**src/rtl/hlsm_if1_sched.sv**
```systemverilog
// hlsm_if1_sched: a small scheduled datapath (one shared ALU, one comparator, one pipelined multiplier)
// that computes x = a*c - (a+b) and z = (a<b ? a+b : a+c) + a*c.
`default_nettype none

module hlsm_if1_sched #(
   parameter int MUL_LAT = 2
) (
   input  logic               Clk,
   input  logic               Rst,
   input  logic               Start,
   input  logic signed [31:0] a,
   input  logic signed [31:0] b,
   input  logic signed [31:0] c,
   output logic               Done,
   output logic               Busy,
   output logic signed [31:0] z,
   output logic signed [31:0] x
);

   typedef enum logic [2:0] {
      WAIT  = 3'd0,
      S1    = 3'd1,
      S2    = 3'd2,
      WAITM = 3'd3,
      S3    = 3'd4,
      S4    = 3'd5,
      FINAL = 3'd6
   } state_t;

   state_t             r_state, w_next;
   logic signed [31:0] r_a, r_b, r_c;
   logic signed [31:0] r_d, r_zrin, r_x, r_z;
   logic               r_g, r_done, r_busy;
   logic        [2:0]  r_wcnt;
   logic signed [31:0] r_mp [MUL_LAT];
   logic signed [31:0] w_prod, w_f;
   logic signed [31:0] w_alu_x, w_alu_y, w_alu;
   logic               w_alu_sub, w_lt;

   assign w_prod = r_a * r_c;
   assign w_f    = r_mp[MUL_LAT-1];
   assign w_lt   = (r_a < r_b);

   // The single ALU is steered by state; every state uses it at most once.
   always_comb begin
      w_alu_x   = '0;
      w_alu_y   = '0;
      w_alu_sub = 1'b0;
      case (r_state)
         S1: begin
            w_alu_x = r_a;
            w_alu_y = r_b;
         end
         S2: begin
            w_alu_x = r_a;
            w_alu_y = r_c;
         end
         S3: begin
            w_alu_x   = w_f;
            w_alu_y   = r_d;
            w_alu_sub = 1'b1;
         end
         S4: begin
            w_alu_x = r_zrin;
            w_alu_y = w_f;
         end
         default: ;
      endcase
   end

   assign w_alu = w_alu_sub ? (w_alu_x - w_alu_y) : (w_alu_x + w_alu_y);

   always_comb begin
      w_next = r_state;
      case (r_state)
         WAIT:    if (Start) w_next = S1;
         S1:      w_next = S2;
         S2:      w_next = (MUL_LAT <= 2) ? S3 : WAITM;
         // r_wcnt holds edges since issue minus one; leave once f lands at the next edge.
         WAITM:   if (r_wcnt >= 3'(MUL_LAT - 1)) w_next = S3;
         S3:      w_next = S4;
         S4:      w_next = FINAL;
         FINAL:   w_next = WAIT;
         default: w_next = WAIT;
      endcase
   end

   always_ff @(posedge Clk) begin
      if (Rst) begin
         r_state <= WAIT;
         r_a     <= '0;
         r_b     <= '0;
         r_c     <= '0;
         r_d     <= '0;
         r_g     <= 1'b0;
         r_zrin  <= '0;
         r_x     <= '0;
         r_z     <= '0;
         r_wcnt  <= '0;
         r_done  <= 1'b0;
         r_busy  <= 1'b0;
      end else begin
         r_state <= w_next;
         r_done  <= (w_next == FINAL);
         r_busy  <= (w_next != WAIT);
         case (r_state)
            WAIT: if (Start) begin
               r_a <= a;
               r_b <= b;
               r_c <= c;
            end
            S1: begin
               r_d    <= w_alu;
               r_g    <= w_lt;
               r_wcnt <= 3'd1;
            end
            S2: begin
               r_zrin <= r_g ? r_d : w_alu;
               r_wcnt <= r_wcnt + 3'd1;
            end
            WAITM: r_wcnt <= r_wcnt + 3'd1;
            S3:    r_x <= w_alu;
            S4:    r_z <= w_alu;
            default: ;
         endcase
      end
   end

   // Stage 0 loads only on issue, so the tail of the pipe holds f through S3 and S4.
   always_ff @(posedge Clk) begin
      if (Rst) begin
         for (int i = 0; i < MUL_LAT; i++) r_mp[i] <= '0;
      end else begin
         if (r_state == S1) r_mp[0] <= w_prod;
         for (int i = 1; i < MUL_LAT; i++) r_mp[i] <= r_mp[i-1];
      end
   end

   assign Done = r_done;
   assign Busy = r_busy;
   assign z    = r_z;
   assign x    = r_x;

endmodule

`default_nettype wire

```
**config.mk**
```make
export PLATFORM = sky130hd
export DESIGN_NAME = hlsm_if1_sched
export DESIGN_NICKNAME = d
export VERILOG_FILES = /design/src/rtl/hlsm_if1_sched.sv
export SDC_FILE = /design/constraint.sdc
export NUM_CORES = 2
export LEC_CHECK = 0
export CORE_MARGIN = 5
export CORE_UTILIZATION = 40
export CTS_BUF_LIST = sky130_fd_sc_hd__clkbuf_4
export DETAILED_ROUTE_END_ITERATION = 6
export PLACE_DENSITY = 0.7
export REMOVE_ABC_BUFFERS = 1
export SETUP_SLACK_MARGIN = 0.15
export SYNTH_ARGS = -nofsm -noshare
export SYNTH_HDL_FRONTEND = slang
export SYNTH_SLANG_ARGS = --single-unit
```
**constraint.sdc**
```tcl
create_clock -name Clk -period 6.7 [get_ports Clk]
set_input_delay 0.67 -clock Clk [delete_from_list [all_inputs] [get_ports Clk]]
set_output_delay 0.67 -clock Clk [all_outputs]
set_load 0.01 [all_outputs]
```
==> impl_metrics.toml <==
[worst_setup_path]
worst_path_max_delay_cell = "sky130_fd_sc_hd__fa_1"
timing.critical_path.to_type = "flip-flop"
critical_path_buf_inv_count = 6
critical_path_required_ns = 7.24
regToRegSetupSlack_ns = -0.18
startpoint_type = "flip-flop"
worst_path_largest_cell_delay_ns = 0.56
cp_top_family = "adder cells"
crit_path_max_fanout = 3
cp_cell_sequence = "buf_8 -> buf_4 -> and2_1 -> fa_2 -> fa_1 -> inv_1 -> fa_2 -> fa_1 -> inv_2 -> fa_1 -> fa_1 -> fa_1 -> fa_1 -> ha_4 -> inv_2 -> o21bai_1 -> a221o_1 -> a31oi_4 -> o21ai_2 -> o31ai_1 -> buf_4 -> a31oi_4 -> xnor2_1 -> nor2_1"
cp_common_cell = "sky130_fd_sc_hd__fa_1"
cp_data_arrival_time_ns = 7.42
setup.worst_path.class = "flip-flop to flip-flop"

[floorplan]
die_width_um = 293
number_of_placed_i_o_pins = 165
die_area_mm2 = 0.0857
standard_cell_core_area_mm2 = 0.0791
initial_utilization_pct = 40.4
std_cell_rows = 103
die_h_um = 293

[clock_tree]
number_of_buffers_inserted_during_clock_tree_synthesis = 83
worst_setup_hold_path_clk_slew_ns = 0.07
ctsRootBufferMaster = "sky130_fd_sc_hd__clkbuf_4"
clock_insertion_delay_worst_skew_ns = 0.85
hold_buffers = 0
cts.sink_count = 297
cts_tree = "yes"
cts_max_path_buffers = 3
h-tree-depth = 3

[synthesis]
synth-seq-area-share_pct = 20.6
mappedNetlistArea_mm2 = 0.0320
ys_flop_type = "sky130_fd_sc_hd__dfxtp_1"
ys_types = 81
ys.warnings.count = 0
postSynth.asyncResetShare_pct = 0
synth_top_cells_by_area = "sky130_fd_sc_hd__fa_1, sky130_fd_sc_hd__dfxtp_1, sky130_fd_sc_hd__ha_1"
synth.largest_area_cell = "sky130_fd_sc_hd__fa_1"
synth_enable_flop_cells = 64
synth_common_cells = "sky130_fd_sc_hd__nand2_1, sky130_fd_sc_hd__inv_1, sky130_fd_sc_hd__fa_1, sky130_fd_sc_hd__and2_1, sky130_fd_sc_hd__a21oi_1"
syn_inst = 3744
synth_top_cell_area_share_pct = 25.6
avgSynthCellArea_um2 = 8.54
postSynthRegisterBits = 297
yosysMostFrequentCell = "sky130_fd_sc_hd__nand2_1"

[global_route]
total_congestion_overflow = 0
via_count_of_the_first_global_routing_pass = 27900
grt_antenna_before_repair = 5
track_usage_pct = 22.8
grt_start_max_net_pins = 170
grt_first_pass_wirelength_um = 156000

[placement]
dp_hpwl_um = 76800
gp_congestion = 0.936
pre_cts_ws_ns = -0.443
placement.cell_area_mm2 = 0.0360
portBuffers = 164

[route]
dr_total_vias = 27000
routed_wire_length_um = 98600
wl_per_cell_um = 19.1
drt_drc_violations_left = 0
detailedRoute.firstPassIterationCount = 5
drt_first_iter_violations = 1799
via_per_inst = 5.22
antenna_left = 0

[hold_path]
hold_class = "input pin to flip-flop"

[outcome]
failed_checks = "negative setup slack"
outcome = "finished with violations"

[final_layout]
ff_latch_area_mm2 = 0.00666
fin_area_mm2 = 0.0379
area_delta_synth_final_pct = 18.5
multi_input_comb_area_mm2 = 0.0232
final_net_count = 4776
post_route_cells_drive_above_1_share_pct = 12.9
n_fill_cell = 7555

[timing]
post-route-period-util_pct = 103
finClkSkew_ns = 0.0517
hold_ws_ns = 0.203
period_needed_ns = 6.88
report.final.hold_viol_count = 0
worst_slew_pin_tran_ns = 0.852
grt_setup_unrepaired = "yes"
slew_hr_pct = 43.2
timing.setup.tns_ns = -0.849
report.final.setup_viol = 8
final-max-slew-violation-count = 0
fmax_mhz = 145
worst_slack_ns = -0.177

[power]
max-vdd-ir-drop_v = 0.000119
power-per-cell-area_mw_per_mm2 = 229
leakage_uw = 0.0170

[run]
max_cap_viol_count = 0
where the power goes:
group	leakage, uW	switching (uW)	internal (uW)
clock	0.000638	877	914
combinational	0.0138	2710	1840
sequential	0.00258	226	2090
total	0.0170	3810	4850
placed cells by master (no fill, tap or decap), types with 19 or more instances in the layout:
cell type / count
sky130_fd_sc_hd__nand2_1: 629
sky130_fd_sc_hd__inv_1: 471
sky130_fd_sc_hd__fa_1: 397
sky130_fd_sc_hd__and2_1: 337
sky130_fd_sc_hd__a21oi_1: 264
sky130_fd_sc_hd__buf_4: 218
sky130_fd_sc_hd__ha_1: 207
sky130_fd_sc_hd__dfxtp_1: 201
sky130_fd_sc_hd__clkdlybuf4s50_1: 163
sky130_fd_sc_hd__nor2_1: 144
sky130_fd_sc_hd__clkbuf_4: 115
sky130_fd_sc_hd__o21ai_0: 94
sky130_fd_sc_hd__xnor2_1: 90
sky130_fd_sc_hd__mux2i_1: 65
sky130_fd_sc_hd__edfxtp_1: 64
sky130_fd_sc_hd__nor2b_1: 54
sky130_fd_sc_hd__a211oi_1: 38
sky130_fd_sc_hd__xor2_1: 35
sky130_fd_sc_hd__conb_1: 32
sky130_fd_sc_hd__buf_6: 28
sky130_fd_sc_hd__a21o_1: 25
sky130_fd_sc_hd__a22oi_1: 23
sky130_fd_sc_hd__clkinv_1: 22
sky130_fd_sc_hd__nand3_1: 21
sky130_fd_sc_hd__nor3_1: 21
sky130_fd_sc_hd__dfxtp_2: 19
cell families after synthesis:
logic type      Yosys count  share of synthesized area, %
other cells               1                        0.0117
flops                   297                          20.6
fa+ha+maj               624                          34.0
xor+xnor                130                          3.56
simple gates           1312                          19.7
buf+inv                 713                          8.43
compound gates          593                          11.3
mux                      74                          2.36
metal layers:
layer | global-route usage (%) | wire length [um]
met4 | 7.54 | 2770
met2 | 37.9 | 46500
met3 | 4.10 | 7420
met5 | 0 | 0
met1 | 30.4 | 41900
timing repair:
item                                    CTS  global route
gates resized for setup                  94            84
pin swaps                                48            51
buffers inserted                         16             8
endpoints found under the setup margin   12            17
stage by stage:
step | instances | total power, uW | utilization [%]
finish | 5172 | 8660 | 47.9
floorplan | 3546 | 5170 | -
global route | 5171 | 9310 | 47.9
CTS | 5160 | 8580 | 47.4
global placement | 4994 | 6600 | 45.5
detailed placement | 4994 | 6670 | 45.5
flip-flops by register name (all words and copies together) (netlist names), 32 cells and up:
register,cells
r_d,32
r_zrin,32
z,32
r_c,32
r_b,32
x,32
r_mp,64
r_a,32
cell type report:
type                    count  area share (%)
well taps                1050            3.47
inverters                 484            4.79
clock buffers             115            2.28
flip-flops and latches    297            17.6
repair buffers            422            10.0
multi-input cells        2765            61.2
diodes                      4          0.0264
clock inverters            35           0.598
path summary, 6_finish.rpt:
check	end	cells after the start	from
min reg2reg	x[6]$_SDFFE_PP0P_	2	x[6]$_SDFFE_PP0P_
max reg2reg	r_mp[0][30]$_SDFFCE_PN0P_	24	r_c[4]$_SDFFE_PP0P_
max	r_mp[0][30]$_SDFFCE_PN0P_	24	r_c[4]$_SDFFE_PP0P_
min	r_wcnt[1]$_SDFFE_PP0P_	2	Rst
Note: power is estimated with default switching activity, not from simulation.
